[src/rtl/alu_if.sv]
// rtl/alu_if.sv - operand/command bus and registered result bus of the ALU
// Ports (as interface members):
//   i_opa, i_opb   operands A/B            i_cin        carry-in
//   i_ce           clock enable            i_mode       1 = arithmetic, 0 = logical
//   i_inp_valid    bit0 = A valid, bit1 = B valid
//   i_cmd          operation code
//   o_res          result (WIDTH+2 bits)   o_cout/o_oflow  carry / borrow-overflow
//   o_e/o_g/o_l    compare flags           o_err        error
// master drives the i_* side, slave (the ALU) drives the o_* side.
interface alu_if #(
  parameter int WIDTH  = 8,
  parameter int CWIDTH = 4
);
  logic [WIDTH-1:0]  i_opa;
  logic [WIDTH-1:0]  i_opb;
  logic              i_cin;
  logic              i_ce;
  logic              i_mode;
  logic [1:0]        i_inp_valid;
  logic [CWIDTH-1:0] i_cmd;
  logic [WIDTH+1:0]  o_res;
  logic              o_cout;
  logic              o_oflow;
  logic              o_e;
  logic              o_g;
  logic              o_l;
  logic              o_err;

  modport master (
    output i_opa, i_opb, i_cin, i_ce, i_mode, i_inp_valid, i_cmd,
    input  o_res, o_cout, o_oflow, o_e, o_g, o_l, o_err
  );

  modport slave (
    input  i_opa, i_opb, i_cin, i_ce, i_mode, i_inp_valid, i_cmd,
    output o_res, o_cout, o_oflow, o_e, o_g, o_l, o_err
  );
endinterface

[src/rtl/alu.sv]
// rtl/alu.sv - registered arithmetic/logic unit with operand wait and 3-cycle multiply
// Ports:
//   i_clk   rising-edge clock
//   i_rst   synchronous active-high reset, highest priority
//   bus     alu_if.slave: operands, command, valid/enable in; result and flags out
module alu #(
  parameter int WIDTH  = 8,
  parameter int CWIDTH = 4
) (
  input  logic i_clk,
  input  logic i_rst,
  alu_if.slave bus
);
  localparam int W2 = WIDTH + 2;
  localparam logic [W2-1:0] W2_ONE = {{(W2-1){1'b0}}, 1'b1};

  typedef enum logic [1:0] {S_IDLE, S_WAIT, S_MUL1, S_MUL2} state_t;

  state_t            r_state, w_state_nxt;
  logic [3:0]        r_cnt, w_cnt_nxt;
  logic              r_wmode, w_wmode_nxt;
  logic [CWIDTH-1:0] r_wcmd, w_wcmd_nxt;
  logic [W2-1:0]     r_mul_res, w_mul_nxt;
  logic [W2-1:0]     r_res, w_res_nxt;
  logic              r_cout, r_oflow, r_e, r_g, r_l, r_err;
  logic              w_cout_nxt, w_oflow_nxt, w_e_nxt, w_g_nxt, w_l_nxt, w_err_nxt;

  logic [W2-1:0]      w_a, w_b, w_cin, w_add, w_addc, w_mul_prod;
  logic [2*WIDTH-1:0] w_rol_dbl, w_ror_dbl;
  int unsigned        w_cmd_n;
  logic               w_two_op, w_need_a, w_need_b, w_invalid, w_missing, w_partial, w_restart;
  logic [W2-1:0]      w_calc_res;
  logic               w_calc_cout, w_calc_oflow, w_calc_e, w_calc_g, w_calc_l, w_calc_err;

  assign w_cmd_n = 32'(bus.i_cmd);
  assign w_a     = {2'b00, bus.i_opa};
  assign w_b     = {2'b00, bus.i_opb};
  assign w_cin   = {{(W2-1){1'b0}}, bus.i_cin};
  assign w_add   = w_a + w_b;
  assign w_addc  = w_a + w_b + w_cin;
  // Rotations: shift a doubled copy so wrapped bits land in the kept half.
  assign w_rol_dbl = {bus.i_opa, bus.i_opa} << bus.i_opb[2:0];
  assign w_ror_dbl = {bus.i_opa, bus.i_opa} >> bus.i_opb[2:0];
  assign w_mul_prod = (bus.i_cmd == CWIDTH'(9)) ? (w_a + W2_ONE) * (w_b + W2_ONE)
                                                : (w_a << 1) * w_b;

  // Operand-class decode for the current command.
  always_comb begin
    w_two_op  = 1'b0;
    w_need_a  = 1'b0;
    w_need_b  = 1'b0;
    w_invalid = 1'b0;
    if (bus.i_mode) begin
      case (w_cmd_n)
        0, 1, 2, 3, 8, 9, 10: w_two_op = 1'b1;
        4, 5:                 w_need_a = 1'b1;
        6, 7:                 w_need_b = 1'b1;
        default:              w_invalid = 1'b1;
      endcase
    end else begin
      case (w_cmd_n)
        0, 1, 2, 3, 4, 5, 12, 13: w_two_op = 1'b1;
        6, 8, 9:                  w_need_a = 1'b1;
        7, 10, 11:                w_need_b = 1'b1;
        default:                  w_invalid = 1'b1;
      endcase
    end
  end

  assign w_missing = (w_need_a && !bus.i_inp_valid[0]) || (w_need_b && !bus.i_inp_valid[1]);
  assign w_partial = w_two_op && (bus.i_inp_valid != 2'b11);
  // Waiting restarts whenever we were idle or the command changed under us.
  assign w_restart = (r_state == S_IDLE) || (bus.i_mode != r_wmode) || (bus.i_cmd != r_wcmd);

  // Single-cycle result datapath.
  always_comb begin
    w_calc_res   = '0;
    w_calc_cout  = 1'b0;
    w_calc_oflow = 1'b0;
    w_calc_e     = 1'b0;
    w_calc_g     = 1'b0;
    w_calc_l     = 1'b0;
    w_calc_err   = 1'b0;
    if (w_invalid || w_missing) begin
      w_calc_err = 1'b1;
    end else if (bus.i_mode) begin
      case (w_cmd_n)
        0: begin w_calc_res = w_add;  w_calc_cout = w_add[WIDTH];  end
        1: begin w_calc_res = w_a - w_b; w_calc_oflow = (w_a < w_b); end
        2: begin w_calc_res = w_addc; w_calc_cout = w_addc[WIDTH]; end
        3: begin w_calc_res = w_a - w_b - w_cin; w_calc_oflow = (w_a < (w_b + w_cin)); end
        4: w_calc_res = w_a + W2_ONE;
        5: w_calc_res = w_a - W2_ONE;
        6: w_calc_res = w_b + W2_ONE;
        7: w_calc_res = w_b - W2_ONE;
        8: begin
          w_calc_e = (w_a == w_b);
          w_calc_g = (w_a > w_b);
          w_calc_l = (w_a < w_b);
        end
        default: w_calc_res = '0;
      endcase
    end else begin
      case (w_cmd_n)
        0:  w_calc_res = {2'b00, bus.i_opa & bus.i_opb};
        1:  w_calc_res = {2'b00, ~(bus.i_opa & bus.i_opb)};
        2:  w_calc_res = {2'b00, bus.i_opa | bus.i_opb};
        3:  w_calc_res = {2'b00, ~(bus.i_opa | bus.i_opb)};
        4:  w_calc_res = {2'b00, bus.i_opa ^ bus.i_opb};
        5:  w_calc_res = {2'b00, ~(bus.i_opa ^ bus.i_opb)};
        6:  w_calc_res = {2'b00, ~bus.i_opa};
        7:  w_calc_res = {2'b00, ~bus.i_opb};
        8:  w_calc_res = {2'b00, bus.i_opa >> 1};
        9:  w_calc_res = {2'b00, bus.i_opa << 1};
        10: w_calc_res = {2'b00, bus.i_opb >> 1};
        11: w_calc_res = {2'b00, bus.i_opb << 1};
        12: begin w_calc_res = {2'b00, w_rol_dbl[2*WIDTH-1:WIDTH]}; w_calc_err = |bus.i_opb[WIDTH-1:4]; end
        13: begin w_calc_res = {2'b00, w_ror_dbl[WIDTH-1:0]};       w_calc_err = |bus.i_opb[WIDTH-1:4]; end
        default: w_calc_res = '0;
      endcase
    end
  end

  // Next-state and next-output logic; outputs default to zero.
  always_comb begin
    w_state_nxt = r_state;
    w_cnt_nxt   = r_cnt;
    w_wmode_nxt = r_wmode;
    w_wcmd_nxt  = r_wcmd;
    w_mul_nxt   = r_mul_res;
    w_res_nxt   = '0;
    w_cout_nxt  = 1'b0;
    w_oflow_nxt = 1'b0;
    w_e_nxt     = 1'b0;
    w_g_nxt     = 1'b0;
    w_l_nxt     = 1'b0;
    w_err_nxt   = 1'b0;
    if (!bus.i_ce) begin
      w_state_nxt = S_IDLE;
    end else begin
      case (r_state)
        S_MUL1: begin
          w_state_nxt = S_MUL2;
          w_res_nxt   = r_res;
        end
        S_MUL2: begin
          w_state_nxt = S_IDLE;
          w_res_nxt   = r_mul_res;
        end
        default: begin
          w_state_nxt = S_IDLE;
          if (bus.i_inp_valid == 2'b00) begin
            w_state_nxt = S_IDLE;
          end else if (w_partial) begin
            if (w_restart) begin
              w_state_nxt = S_WAIT;
              w_cnt_nxt   = 4'd1;
              w_wmode_nxt = bus.i_mode;
              w_wcmd_nxt  = bus.i_cmd;
            end else if (r_cnt == 4'd15) begin
              w_err_nxt = 1'b1;
            end else begin
              w_state_nxt = S_WAIT;
              w_cnt_nxt   = r_cnt + 4'd1;
            end
          end else if (bus.i_mode && (w_cmd_n == 9 || w_cmd_n == 10)) begin
            // Product is captured now and released two edges later; RES holds meanwhile.
            w_state_nxt = S_MUL1;
            w_res_nxt   = r_res;
            w_mul_nxt   = w_mul_prod;
          end else begin
            w_res_nxt   = w_calc_res;
            w_cout_nxt  = w_calc_cout;
            w_oflow_nxt = w_calc_oflow;
            w_e_nxt     = w_calc_e;
            w_g_nxt     = w_calc_g;
            w_l_nxt     = w_calc_l;
            w_err_nxt   = w_calc_err;
          end
        end
      endcase
    end
  end

  always_ff @(posedge i_clk) begin
    if (i_rst) begin
      r_state   <= S_IDLE;
      r_cnt     <= '0;
      r_wmode   <= 1'b0;
      r_wcmd    <= '0;
      r_mul_res <= '0;
      r_res     <= '0;
      r_cout    <= 1'b0;
      r_oflow   <= 1'b0;
      r_e       <= 1'b0;
      r_g       <= 1'b0;
      r_l       <= 1'b0;
      r_err     <= 1'b0;
    end else begin
      r_state   <= w_state_nxt;
      r_cnt     <= w_cnt_nxt;
      r_wmode   <= w_wmode_nxt;
      r_wcmd    <= w_wcmd_nxt;
      r_mul_res <= w_mul_nxt;
      r_res     <= w_res_nxt;
      r_cout    <= w_cout_nxt;
      r_oflow   <= w_oflow_nxt;
      r_e       <= w_e_nxt;
      r_g       <= w_g_nxt;
      r_l       <= w_l_nxt;
      r_err     <= w_err_nxt;
    end
  end

  assign bus.o_res   = r_res;
  assign bus.o_cout  = r_cout;
  assign bus.o_oflow = r_oflow;
  assign bus.o_e     = r_e;
  assign bus.o_g     = r_g;
  assign bus.o_l     = r_l;
  assign bus.o_err   = r_err;
endmodule

[src/flat_wrapper.sv]
// flat-port wrapper written by rule: the top's interface ports become plain ports
module alu_flat 
#(
  parameter int WIDTH  = 8,
  parameter int CWIDTH = 4
)
  (i_clk, i_rst, bus_i_opa, bus_i_opb, bus_i_cin, bus_i_ce, bus_i_mode, bus_i_inp_valid, bus_i_cmd, bus_o_res, bus_o_cout, bus_o_oflow, bus_o_e, bus_o_g, bus_o_l, bus_o_err);
  alu_if #(.WIDTH(WIDTH), .CWIDTH(CWIDTH)) bus_i ();
  input  logic i_clk;
  input  logic i_rst;
  input wire logic [$bits(bus_i.i_opa)-1:0] bus_i_opa;
  input wire logic [$bits(bus_i.i_opb)-1:0] bus_i_opb;
  input wire logic [$bits(bus_i.i_cin)-1:0] bus_i_cin;
  input wire logic [$bits(bus_i.i_ce)-1:0] bus_i_ce;
  input wire logic [$bits(bus_i.i_mode)-1:0] bus_i_mode;
  input wire logic [$bits(bus_i.i_inp_valid)-1:0] bus_i_inp_valid;
  input wire logic [$bits(bus_i.i_cmd)-1:0] bus_i_cmd;
  output wire logic [$bits(bus_i.o_res)-1:0] bus_o_res;
  output wire logic [$bits(bus_i.o_cout)-1:0] bus_o_cout;
  output wire logic [$bits(bus_i.o_oflow)-1:0] bus_o_oflow;
  output wire logic [$bits(bus_i.o_e)-1:0] bus_o_e;
  output wire logic [$bits(bus_i.o_g)-1:0] bus_o_g;
  output wire logic [$bits(bus_i.o_l)-1:0] bus_o_l;
  output wire logic [$bits(bus_i.o_err)-1:0] bus_o_err;
  assign bus_i.i_opa = bus_i_opa;
  assign bus_i.i_opb = bus_i_opb;
  assign bus_i.i_cin = bus_i_cin;
  assign bus_i.i_ce = bus_i_ce;
  assign bus_i.i_mode = bus_i_mode;
  assign bus_i.i_inp_valid = bus_i_inp_valid;
  assign bus_i.i_cmd = bus_i_cmd;
  assign bus_o_res = bus_i.o_res;
  assign bus_o_cout = bus_i.o_cout;
  assign bus_o_oflow = bus_i.o_oflow;
  assign bus_o_e = bus_i.o_e;
  assign bus_o_g = bus_i.o_g;
  assign bus_o_l = bus_i.o_l;
  assign bus_o_err = bus_i.o_err;
  alu #(.WIDTH(WIDTH), .CWIDTH(CWIDTH)) u_core (.i_clk(i_clk), .i_rst(i_rst), .bus(bus_i));
endmodule
[config.mk]
export PLATFORM = sky130hd
export DESIGN_NAME = alu_flat
export DESIGN_NICKNAME = d
export VERILOG_FILES = /design/src/rtl/alu_if.sv /design/src/rtl/alu.sv /design/src/flat_wrapper.sv
export SDC_FILE = /design/constraint.sdc
export NUM_CORES = 1
export LEC_CHECK = 0
export BUFFER_PORTS_ARGS = -buffer_cell sky130_fd_sc_hd__buf_2
export CAP_MARGIN = 20
export CORE_MARGIN = 3
export CORE_UTILIZATION = 39
export DETAILED_ROUTE_END_ITERATION = 10
export GPL_TIMING_DRIVEN = 0
export MAX_ROUTING_LAYER = met4
export SLEW_MARGIN = 30
export SYNTH_ARGS = -nofsm -noshare
export SYNTH_HDL_FRONTEND = slang
export SYNTH_SLANG_ARGS = --single-unit
export TNS_END_PERCENT = 10
[constraint.sdc]
create_clock -name i_clk -period 8.3 [get_ports i_clk]
set_input_delay 1.66 -clock i_clk [delete_from_list [all_inputs] [get_ports i_clk]]
set_output_delay 1.66 -clock i_clk [all_outputs]
set_load 0.01 [all_outputs]
# Word-level counts from Yosys, hierarchy flattened
# Cells that the tools add are included.
dict set report word_totals {
  regBits 37
  input_bits 27
  out_inout_bits 16
  wordCells 137
}
dict set report op_classes {
  n_addsub 10
  multipliers 2
  order_cmp 3
  n_eq_ne 22
  n_shift 2
  n_mux 38
  bitwise_logic 15
  n_reduce_logical 33
}
# cell count
set op_table {}
lappend op_table {{$pmux 8 s14} 1}
lappend op_table {{$pmux 10 s8} 1}
lappend op_table {{$mux 10} 6}
lappend op_table {{$not 8->8} 5}
lappend op_table {{$logic_not 32->1} 1}
lappend op_table {{$eq 4x4->1 const B} 7}
lappend op_table {{$mux 1} 20}
lappend op_table {{$pmux 10 s2} 1}
lappend op_table {{$add 8x1->9 const B} 2}
lappend op_table {{$sub 8x1->9 const B} 2}
lappend op_table {{$eq 4x3->1 const B} 4}
lappend op_table {{$shl 16x3->16} 1}
lappend op_table {{$shr 16x3->8} 1}
lappend op_table {{$reduce_and 5->1} 3}
lappend op_table {{$reduce_or 14->1} 1}
lappend op_table {{$reduce_or 11->1} 1}
lappend op_table {{$add 10x1->10} 1}
lappend op_table {{$lt 8x10->1} 1}
lappend op_table {{$mul 10x10->10} 1}
lappend op_table {{$reduce_or 10->1} 1}
lappend op_table {{$reduce_or 2->1} 5}
lappend op_table {{$sub 10x1->10} 1}
lappend op_table {{$add 8x1->9} 1}
lappend op_table {{$add 8x8->9} 1}
lappend op_table {{33 further kinds} 56}

# Longest topological paths before layout
# Gate-level depths: netlist (run 1).
dict set report depth {
  ltp_word 12
  mapped_depth 23
  ltp_nobuf 21
}

# Worst setup path after synthesis (run 1)
# OpenSTA, ideal clock, no wires.
dict set report synth_timing {
  kind {input-to-reg}
  start {in bus_i_opb[0]}
  end {reg u_core.r_mul_res[9]}
  setup_time_ns 0.133
  arrival_time_ns 6.862
  required_ns 8.167
  slack_ns 1.305
  stages 23
  n_path_buf 4
  cell_sequence {buf_2 -> inv_2 -> buf_1 -> clkbuf_1 -> ha_1 -> clkbuf_1 -> nand2_1 -> fa_1 -> inv_1 -> fa_1 -> ha_1 -> inv_1 -> fa_1 -> inv_1 -> ha_1 -> a211oi_1 -> o21bai_1 -> a21oi_1 -> xnor3_1 -> xnor3_1 -> xnor3_1 -> nand3_1 -> a31oi_1}
}
dict set report synth_via {
  elab_chain_cells 3
  word_cells_on_any_way 4
  classes_between {1 x add/sub; 2 x mul; 1 x mux}
}
# element line
set synth_lines {}
lappend synth_lines {{start, declared} flat_wrapper.sv:12} ;# input wire logic [$bits(bus_i.i_opb)-1:0] bus_i_opb;
lappend synth_lines {{$add 8x1->9} alu.sv:44} ;# assign w_mul_prod = (bus.i_cmd == CWIDTH'(9)) ? (w_a + W2_ONE) * (w_b + W2_ONE)
lappend synth_lines {{$mul 10x10->10} alu.sv:44}
lappend synth_lines {{$mux 10 *} alu.sv:44}
lappend synth_lines {{end signal, assigned} alu.sv:204} ;# r_mul_res <= w_mul_nxt;
lappend synth_lines {{end, declared} alu.sv:23} ;# logic [W2-1:0] r_mul_res, w_mul_nxt;
# Every way passes the cells marked *; elsewhere a longest branch is shown, timed or not.
# A chain may end at the register's enable or synchronous reset.

# Worst setup path after layout (run 1)
# Ends and elaborated chain as after synthesis.

==> results of run 1 <==
## Yosys cell counts, types with 5 or more instances
master     number
a31oi_1         8
xnor2_1        64
ha_1           79
nand2_1        85
xor2_1         18
or3_1           5
a211o_1         5
a21oi_1        47
inv_1         101
mux2i_1        51
a22oi_1         9
nor2b_1        16
fa_1           44
dfxtp_1        37
nor3b_1         5
nand3_1        22
and2_1         12
nor4_1         10
o31ai_1         5
o211ai_1       13
a211oi_1       21
clkbuf_1       35
nand2b_1       14
nor3_1         22
a21o_1         11
and3_1         10
o21a_1          5
a2111oi_0       6
buf_1          12
buf_2          24
a32oi_1         6
a221oi_1        8
o21ai_0        48
nand4_1         8
nor2_1        133
or2_2           5
o22ai_1        14
## state kept, by name, indices dropped and copies added (netlist names)
signal and cells:
u_core.r_wmode 1, u_core.bus.o_g 1, u_core.bus.o_e 1, u_core.bus.o_l 1
u_core.bus.o_oflow 1, u_core.bus.o_err 1, u_core.r_mul_res 10, u_core.r_cnt 4
u_core.bus.o_res 10, u_core.r_wcmd 4, u_core.r_state 2, u_core.bus.o_cout 1
## worst max-delay path: cells and delay by family
kind                     cells  cell delay, ps
buffers and inverters        8            1610
AND/OR/NAND/NOR              2             270
XOR/XNOR                     3            1020
AO/OA/AOI/OAI                4             910
adder cells (fa/ha/maj)      6            2530
## routing by layer
metal,vias up,global-route usage,part of all wire
li1,3949,-,-
met1,4123,0.422,0.44
met2,474,0.447,0.43
met3,100,0.0563,0.089
met4,0,0.110,0.046
met5,-,-,0
## how the worst max path moves through the flow
stage / start / end / slack [ps] / cells past startpoint
2_1_floorplan: bus_i_opb[0] / u_core.r_mul_res[9]$_SDFFE_PP0P_ / 1310 / 23
3_3_place_gp: bus_i_opa[0] / u_core.r_mul_res[9]$_SDFFE_PP0P_ / -280 / 21
3_5_place_dp: bus_i_opb[0] / u_core.r_mul_res[9]$_SDFFE_PP0P_ / -290 / 24
4_1_cts: bus_i_opb[0] / u_core.r_mul_res[9]$_SDFFE_PP0P_ / 10 / 24
5_1_grt: bus_i_opb[0] / u_core.r_mul_res[9]$_SDFFE_PP0P_ / 200 / 23
6_report: bus_i_opb[0] / u_core.r_mul_res[9]$_SDFFE_PP0P_ / 500 / 23
## power by group through the flow
stage	combinational, mW	sequential [mW]	clock [mW]
floorplan	0.639	0.188	0
global placement	0.891	0.188	0
detailed placement	0.900	0.188	0
CTS	0.906	0.184	0.222
global route	0.998	0.184	0.229
finish	0.911	0.184	0.217
## cell type report
cell class	count	area, sq um
Tap cell	270	338
Antenna cell	1	2.50
Multi-Input combinational cell	885	6780
Inverter	109	409
Sequential cell	37	741
Clock inverter	3	46.3
Fill cell	2170	11500
Clock buffer	5	125
Timing Repair Buffer	41	211
Buffer	71	305
## layout by cell type, fill, tap and decap left out, types with 10 or more instances in the layout
cell and n:
nand2b_1 14, nand3_1 22, mux2i_1 51, xnor2_1 64
o21ai_0 48, a211oi_1 21, and2_1 12, fa_1 44
nor2b_1 16, nand2_1 85, o22ai_1 14, dfxtp_1 37
a21o_1 11, nor2_1 133, buf_1 11, o211ai_1 13
and3_1 10, ha_1 79, xor2_1 17, nor4_1 10
buf_2 64, a21oi_1 47, clkbuf_1 33, inv_1 101
nor3_1 22
## metrics by stage
| stage | hold slack (ps) | cell area (sq um) |
|---|---|---|
| 4_1_cts | 490 | 8940 |
| 3_3_place_gp | 466 | 8770 |
| 5_1_grt | 520 | 8950 |
| 2_1_floorplan | 449 | 8230 |
| 3_5_place_dp | 474 | 8770 |
| 6_report | 483 | 8950 |
## cells by family (layout without fill, tap and decap cells)
family	after synthesis	after routing	synth area share
simple gates	365	365	0.210
compound gates	257	257	0.221
buf+inv	182	229	0.0876
fa+ha+maj	123	123	0.227
xor+xnor	85	85	0.0955
mux	55	55	0.0689
flops	37	37	0.0900
other cells	0	1	0
## repair_timing
item                       CTS  global route
setup endpoints to repair    0             1
resized for setup            0             2
buffers inserted             0             0
==> results.yml, run 1 <==
synthesis:
  yosysSeqAreaShare: 0.0900
  synthTopCellsByArea: "ha_1, fa_1, dfxtp_1"
  syn_inst: 1104
  yosys_warnings: 0
  synth-async-reset-ratio: 0
  ys_seq_elements: 37
  synth_area_sq_um: 8230
  synth_top_area_frac: 0.120
  ys_types: 87
  synth-edff-count: 0
  synth_ff_type: "dfxtp_1"
  yosys.area.top_type: "ha_1"
  synth_area_per_cell_sq_um: 7.45
  syn-num-nets: 1254
timing:
  fin_skew_ps: 5.56
  tns_ps: 0
  final-setup-viol-count: 0
  final-max-slew-violation-count: 0
  tightest_slew_ps: 979
  slew_headroom: 0.341
  finalHoldViolations: 0
  period_share: 0.940
  maxClockFrequency_mhz: 128
  rsz0062_at_grt: "no"
  setup_slack_ps: 500
  final.min_clock_period_ps: 7800
worst_hold_path:
  hold_path.startpoint: "u_core.r_mul_res[2]$_SDFFE_PP0P_"
  hp-class: "reg -> reg"
  hold_depth: 2
  holdPathEnd: "u_core.bus.o_res[2]$_SDFFE_PP0P_"
drt:
  drcViolationCount: 0
  first_pass_iters: 6
  drt_iter0_drc: 880
  viasPerCell: 6.08
  vias: 8646
  drt_wl_total_mm: 33.8
  wire_per_inst_microns: 23.8
  antenna_left: 0
floorplan:
  die_y_microns: 151
  die_width_microns: 151
  die-area_sq_um: 22900
  initial_core_util: 0.402
  num_rows: 52
  core_area_sq_um: 20500
  io_pins: 43
clock_tree:
  clk_latency_ps: 280
  clkTransAtPathRegs_ps: 60
  cts_root_buf: "clkbuf_16"
  cts_made_buffers: 5
  hold_buffers: 0
  cts_tree: "yes"
  clk_path_buf_depth: 2
  clock_sinks: 37
  htreeDepth: 2
worst_setup_path:
  cp.arrival_ps: 8010
  reg2regPathDepth: 5
  path_cells: "buf_2, buf_2, inv_2, clkbuf_2, ha_1, clkbuf_1, nand2_1, fa_1, inv_1, fa_1, ha_1, inv_1, fa_1, inv_1, ha_1, a211oi_1, o21bai_1, a21oi_1, xnor3_1, xnor3_1, xnor3_1, nand3_1, a31oi_1"
  cp_max_fo: 17
  critPathKind: "in -> reg"
  rrSetupSlack_ps: 6190
  critical_path_required_ps: 8510
  cpPeakStageDelay_ps: 600
  cp_slowest_cell: "fa_1"
  worstReg2RegEnd: "u_core.bus.o_res[8]$_SDFFE_PP0P_"
  startpoint_type: "input port"
  reg2reg_from: "u_core.r_state[1]$_SDFF_PP0_"
  end_kind: "flop"
global_routing:
  grt_antenna_before_repair: 1
  grt_usage: 0.306
  grt_max_degree: 14
  grt_pass1_wl_mm: 51.3
  grt_pass1_vias: 8323
  grt_overflow: 0
power_and_ir_drop:
  power_density_nw_per_um2: 147
  intPower_mw: 0.691
  clkPwrFrac: 0.166
  p_sw_mw: 0.621
  p_leak_nw: 3.85
  power_mw: 1.31
  power_frac_seq: 0.140
  vdd_drop_max_v: 0.0000679
  pwr-share-comb: 0.694
  swShare: 0.473
placed_design:
  io_buffers: 40
  gp_congestion: 1.06
  placed_cells: 1414
  dp_slack_ps: -289
  hpwlAfterDp_mm: 27.1
status:
  status: "complete, no violations"
final_layout:
  nets: 1300
  drive_gt1_frac: 0.0904
  instances_no_fill: 1422
  post-route-util: 0.437
  area.growth.synth_to_final_pct: 8.80
job:
  maxCapViolCount: 0
Note: power is estimated with default switching activity, not from simulation.
==> run 2, diff against run 1 <==
--- a/config.mk
+++ b/config.mk
@@ -10,3 +10,3 @@
 export CORE_MARGIN = 3
-export CORE_UTILIZATION = 39
+export CORE_UTILIZATION = 55
 export DETAILED_ROUTE_END_ITERATION = 10
@@ -14,2 +14,3 @@
 export MAX_ROUTING_LAYER = met4
+export PLACE_DENSITY = 0.73
 export SLEW_MARGIN = 30
==> constraint.sdc (replaced) <==
create_clock -name i_clk -period 8.3 [get_ports i_clk]
set_input_delay 0.83 -clock i_clk [delete_from_list [all_inputs] [get_ports i_clk]]
set_output_delay 0.83 -clock i_clk [all_outputs]
set_load 0.01 [all_outputs]
==> run 2 against run 1 <==
Utilization up 17 points. Critical path depth fell by 2. Combinational power hardly changed. Power down 0.14%. Maximum frequency grew 5.5%. Hold slack better by 1.4 ps. Sequential power is essentially flat. Largest cell class unchanged. Via count rose by 1.8%. Wire length down 4.7%. Die area shrank 28%. Clock power barely moved. Critical endpoint unchanged. Clock skew shrank 0.95 ps.
==> results.yml, run 2 (synthesized netlist as in run 1, its figures left out) <==
power_and_ir_drop:
  pwr-share-comb: 0.694
  power_mw: 1.31
  clkPwrFrac: 0.166
  p_leak_nw: 3.84
  p_sw_mw: 0.618
  power_density_nw_per_um2: 148
  vdd_drop_max_v: 0.0000961
  power_frac_seq: 0.140
  swShare: 0.471
  intPower_mw: 0.692
drt:
  wl_met1_mm: 13.2
  vias: 8805
  antenna_left: 0
  drt_wl_total_mm: 32.3
  viasPerCell: 6.59
  top_layer_used: "met4"
  met2_length_mm: 13.9
  wl_met3_mm: 3.51
  drcViolationCount: 0
  wire_per_inst_microns: 24.1
  drt_iter0_drc: 1153
  first_pass_iters: 5
timing:
  period_share: 0.891
  slew_headroom: 0.337
  final.min_clock_period_ps: 7400
  setup_slack_ps: 905
  tns_ps: 0
  final-max-slew-violation-count: 0
  maxClockFrequency_mhz: 135
  finalHoldViolations: 0
  fin_skew_ps: 4.62
  final-setup-viol-count: 0
  tightest_slew_ps: 991
  rsz0062_at_grt: "no"
worst_hold_path:
  hp-class: "reg -> reg"
final_layout:
  final_cell_mix: "nor2_1, inv_1, nand2_1"
  n_fill_cell: 1442
  antenna_cells: 0
  final_common_cell: "nor2_1"
  instances_no_fill: 1336
  drive_gt1_frac: 0.0877
  area.growth.synth_to_final_pct: 7.31
  nets: 1301
  post-route-util: 0.605
clock_tree:
  clkTransAtPathRegs_ps: 60
  cts_root_buf: "clkbuf_16"
  clk_path_buf_depth: 2
  cts_made_buffers: 5
  post_cts_buffers: 0
  htreeDepth: 2
  cts.repair.resized: 0
  cts_tree: "yes"
  clock_sinks: 37
  clk_latency_ps: 280
  hold_buffers: 0
worst_setup_path:
  cp.arrival_ps: 7600
  worstReg2RegEnd: "u_core.bus.o_res[8]$_SDFFE_PP0P_"
  reg2reg_from: "u_core.r_state[1]$_SDFF_PP0_"
  rrSetupSlack_ps: 6250
  cp_top_family: "adder cells"
  cpPeakStageDelay_ps: 560
  path_cells: "buf_2, clkbuf_1, inv_1, clkbuf_1, ha_1, buf_1, o21ai_0, fa_1, inv_1, fa_1, fa_1, inv_1, fa_1, inv_1, ha_1, a21oi_1, xnor3_1, xnor3_1, xnor3_1, nand3_1, a31oi_1"
  worst-path-buf-inv: 8
  end_kind: "flop"
  crit_cells: 21
  reg2regPathDepth: 5
  startpoint_type: "input port"
  critPathKind: "in -> reg"
  cp_slowest_cell: "fa_1"
  cp-startpoint: "bus_i_opa[0]"
  crit_end: "u_core.r_mul_res[9]$_SDFFE_PP0P_"
  critical_path_required_ps: 8510
  cp_max_fo: 13
floorplan:
  num_rows: 44
  core_area_sq_um: 14600
  die_y_microns: 128
  die-area_sq_um: 16500
  io_pins: 43
  die_width_microns: 128
  initial_core_util: 0.564
global_routing:
  grt_overflow: 0
  grt_pass1_wl_mm: 48.7
  grt_usage: 0.397
  grt_max_degree: 14
  grt_pass1_vias: 8267
  grt_antenna_before_repair: 0
status:
  status: "complete, no violations"
placed_design:
  gp_congestion: 1.08
  dp_slack_ps: 716
  io_buffers: 40
  placed_cells: 1328
  hpwlAfterDp_mm: 25.7
job:
  maxCapViolCount: 0
run 2: changes by cell type in the layout (fill, tap and decap cells not counted), sizes merged:
cell,before,now
diode,1,0
clkbuf,39,40
run 2: worst min-delay path, delay by kind of cell, from the launching register on:
| family | cells | cell delay (ps) |
|---|---|---|
| compound gates | 2 | 130 |
| flops | 1 | 300 |
run 2: cell type report:
cell class	count	area [sq um]	share of cell area
timing repair buffer	40	200	0.0227
clock buffer	5	125	0.0142
buffer	73	312	0.0353
tap	184	230	0.0261
inverter	109	409	0.0463
sequential	37	741	0.0839
clock inverter	3	46.3	0.00524
multi-input combinational	885	6770	0.766
run 2: worst min-delay path by stage:
stage	end	cells past startpoint	slack [ps]	start
global placement	u_core.r_mul_res[0]$_SDFFE_PP0P_	2	470	u_core.r_mul_res[0]$_SDFFE_PP0P_
CTS	u_core.r_mul_res[0]$_SDFFE_PP0P_	2	480	u_core.r_mul_res[0]$_SDFFE_PP0P_
floorplan	u_core.r_mul_res[0]$_SDFFE_PP0P_	2	450	u_core.r_mul_res[0]$_SDFFE_PP0P_
finish	u_core.r_mul_res[0]$_SDFFE_PP0P_	2	480	u_core.r_mul_res[0]$_SDFFE_PP0P_
detailed placement	u_core.r_mul_res[0]$_SDFFE_PP0P_	2	470	u_core.r_mul_res[0]$_SDFFE_PP0P_
global route	u_core.bus.o_res[0]$_SDFFE_PP0P_	2	520	u_core.bus.o_res[0]$_SDFFE_PP0P_
run 2: metal layers:
metal | GRT usage | vias to the layer above
li1 | - | 3952
met1 | 0.533 | 4157
met2 | 0.591 | 579
met3 | 0.0700 | 117
met4 | 0.157 | 0
met5 | - | -
run 2: power groups by stage:
stage	registers, mW	logic [mW]	clock network (mW)
global placement	0.188	0.876	0
detailed placement	0.188	0.895	0
global route	0.184	1.00	0.227
finish	0.184	0.909	0.217
CTS	0.184	0.901	0.218
floorplan	0.188	0.639	0
run 2: through the flow:
| step | cell area, sq um | hold slack (ps) |
|---|---|---|
| after floorplan | 8230 | 449 |
| after global placement | 8660 | 465 |
| after detailed placement | 8660 | 475 |
| after CTS | 8830 | 482 |
| after global routing | 8830 | 518 |
| final | 8830 | 484 |
==> run 3, diff against run 2 <==
ABC_AREA = 1   (was not set)
CORE_MARGIN = not set   (was 3)
==> run 3 against run 2 <==
Largest cell class unchanged. First-iteration DRC count down 22%. Combinational power down 16%. Critical path depth up 5. Global-route usage down 0.83 points. Worst setup slack better by 630 ps.
==> results.yml, run 3 <==
synthesis:
  synth_area_per_cell_sq_um: 5.99
  yosysSeqAreaShare: 0.0910
  synth-edff-count: 0
  syn-num-nets: 1510
  synth_fa_ha_area_frac: 0.230
  yosys_warnings: 0
  ys_seq_elements: 37
  muxShareOfSynthArea: 0.00492
  syn_inst: 1360
  yosysMostFrequentCell: "nand2_1"
  synthTopCellsByArea: "nand2_1, ha_1, fa_1"
  ys_types: 52
  synth_ff_type: "dfxtp_1"
  synth_top_area_frac: 0.156
  synth_simple_gate_area_frac: 0.352
  synth-async-reset-ratio: 0
  synth-xor-area-share: 0.0301
  synth_top_family_by_area: "simple AND/OR/NAND/NOR gates"
  synth-compound-area-share: 0.157
  yosys.area.top_type: "nand2_1"
  synth_area_sq_um: 8140
  synth_commonest_cells: "nand2_1, inv_1, nor2_1"
power_and_ir_drop:
  power_density_nw_per_um2: 133
  p_leak_nw: 4.63
  power_mw: 1.16
  vdd_drop_max_v: 0.000106
floorplan:
  io_pins: 43
  core_area_sq_um: 14500
  die_width_microns: 124
  initial_core_util: 0.562
  die_y_microns: 124
  num_rows: 44
  die-area_sq_um: 15300
clock_tree:
  clkTransAtPathRegs_ps: 50
  clk_latency_ps: 280
  post_cts_buffers: 0
  clk_path_buf_depth: 2
  clock_sinks: 37
  cts_made_buffers: 5
  cts_root_buf: "clkbuf_16"
  hold_buffers: 0
  htreeDepth: 2
  cts_tree: "yes"
  cts.repair.resized: 0
timing:
  final-max-slew-violation-count: 0
  setup_slack_ps: 1540
  period_share: 0.815
  tns_ps: 0
  final.min_clock_period_ps: 6760
  final-setup-viol-count: 0
  timing.hold.ws_ps: 471
  slew_headroom: 0.416
  fin_skew_ps: 2.96
  tightest_slew_ps: 869
  maxClockFrequency_mhz: 148
  finalHoldViolations: 0
  rsz0062_at_grt: "no"
final_layout:
  instances_no_fill: 1590
  nets: 1556
  n_fill_cell: 1499
  final_area_sq_um: 8730
  antenna_cells: 0
  drive_gt1_frac: 0.0818
  post-route-util: 0.603
  final_cell_mix: "nand2_1, inv_1, nor2_1"
  area.growth.synth_to_final_pct: 7.29
  final_common_cell: "nand2_1"
global_routing:
  grt_usage: 0.388
  grt_max_degree: 14
  grt_overflow: 0
  grt_pass1_wl_mm: 43.4
  grt_pass1_vias: 8206
  grt_antenna_before_repair: 0
worst_setup_path:
  critical_path_required_ps: 8510
  reg2reg_from: "u_core.r_wcmd[0]$_SDFFE_PP0P_"
  rrSetupSlack_ps: 6450
  startpoint_type: "input port"
  critPathKind: "in -> reg"
  reg2regPathDepth: 11
  worstReg2RegEnd: "u_core.r_cnt[3]$_SDFFE_PP0P_"
  end_kind: "flop"
  cp.arrival_ps: 6980
  cp_max_fo: 11
drt:
  top_layer_used: "met4"
  drt_iter0_drc: 900
  viasPerCell: 5.73
  drt_wl_total_mm: 27.8
  wire_per_inst_microns: 17.5
  drcViolationCount: 0
  first_pass_iters: 5
  antenna_left: 0
  vias: 9103
  wl_met3_mm: 2.98
  met2_length_mm: 11.7
  wl_met1_mm: 11.9
worst_hold_path:
  hp-class: "reg -> reg"
  hold_path.startpoint: "u_core.r_mul_res[5]$_SDFFE_PP0P_"
  hold_depth: 2
  holdPathEnd: "u_core.r_mul_res[5]$_SDFFE_PP0P_"
placed_design:
  placed_cells: 1583
  dp_slack_ps: 1400
  gp_congestion: 1.00
  hpwlAfterDp_mm: 22.6
  placed_area_sq_um: 8570
  io_buffers: 39
job:
  maxCapViolCount: 0
status:
  status: "complete, no violations"
run 3: cell count changes after synthesis, sizes merged, moves of 25 or more:
cell,delta
a21oi,+25
inv,+114
mux2i,-47
nand2,+264
nand3,+92
o21ai,+40
xnor2,-59
run 3: worst max-delay path, cell delays in order:
cell	delay [ps]
buf_2	120
buf_2	270
clkinv_1	570
ha_1	520
clkbuf_1	520
nand2_1	160
fa_1	520
inv_1	60
fa_1	500
fa_1	550
inv_1	60
fa_1	580
inv_1	60
ha_1	350
nand2_1	80
inv_1	40
nand4_1	60
nand3_1	180
nand3b_1	220
nand2_1	80
inv_1	40
nand2_1	40
nand2_1	50
nand3_1	80
nand3_1	250
a21oi_1	200
run 3: routing by layer:
metal	GRT usage	vias up
li1	-	4486
met1	0.514	4112
met2	0.568	435
met3	0.0907	70
met4	0.153	0
met5	-	-
run 3: power breakdown:
group	total, mW	leakage [nW]	internal, mW	switching (mW)
sequential	0.187	0.300	0.183	0.00343
combinational	0.765	4.25	0.271	0.495
clock	0.208	0.0797	0.139	0.0685
run 3: cell type report:
class                   instances  area, sq um  share of cell area
well taps                     184          230              0.0264
clock buffers                   5          125              0.0143
inverters                     223          840              0.0961
multi-input cells            1046         6310               0.722
repair buffers                 39          195              0.0223
clock inverters                 2         35.0             0.00401
flip-flops and latches         37          741              0.0848
plain buffers                  54          260              0.0298
run 3: how the worst max path moves through the flow:
stage	endpoint	cells after the start	slack, ps	from
final	u_core.r_mul_res[9]$_SDFFE_PP0P_	26	1540	bus_i_opa[0]
after global routing	u_core.r_mul_res[9]$_SDFFE_PP0P_	24	1230	bus_i_opa[0]
after CTS	u_core.r_mul_res[9]$_SDFFE_PP0P_	26	1670	bus_i_opa[0]
after detailed placement	u_core.r_mul_res[9]$_SDFFE_PP0P_	26	1400	bus_i_opa[0]
after global placement	u_core.r_mul_res[9]$_SDFFE_PP0P_	24	1430	bus_i_opa[0]
after floorplan	u_core.r_mul_res[9]$_SDFFE_PP0P_	26	2990	bus_i_opb[1]
run 3: logic make-up after synthesis:
group / after synthesis
buffers and inverters: 277
DFF: 37
adders and majority gates: 123
and+or+nand+nor: 665
xor gates and xnor gates: 28
muxes: 4
AOI/OAI and AO/OA: 226
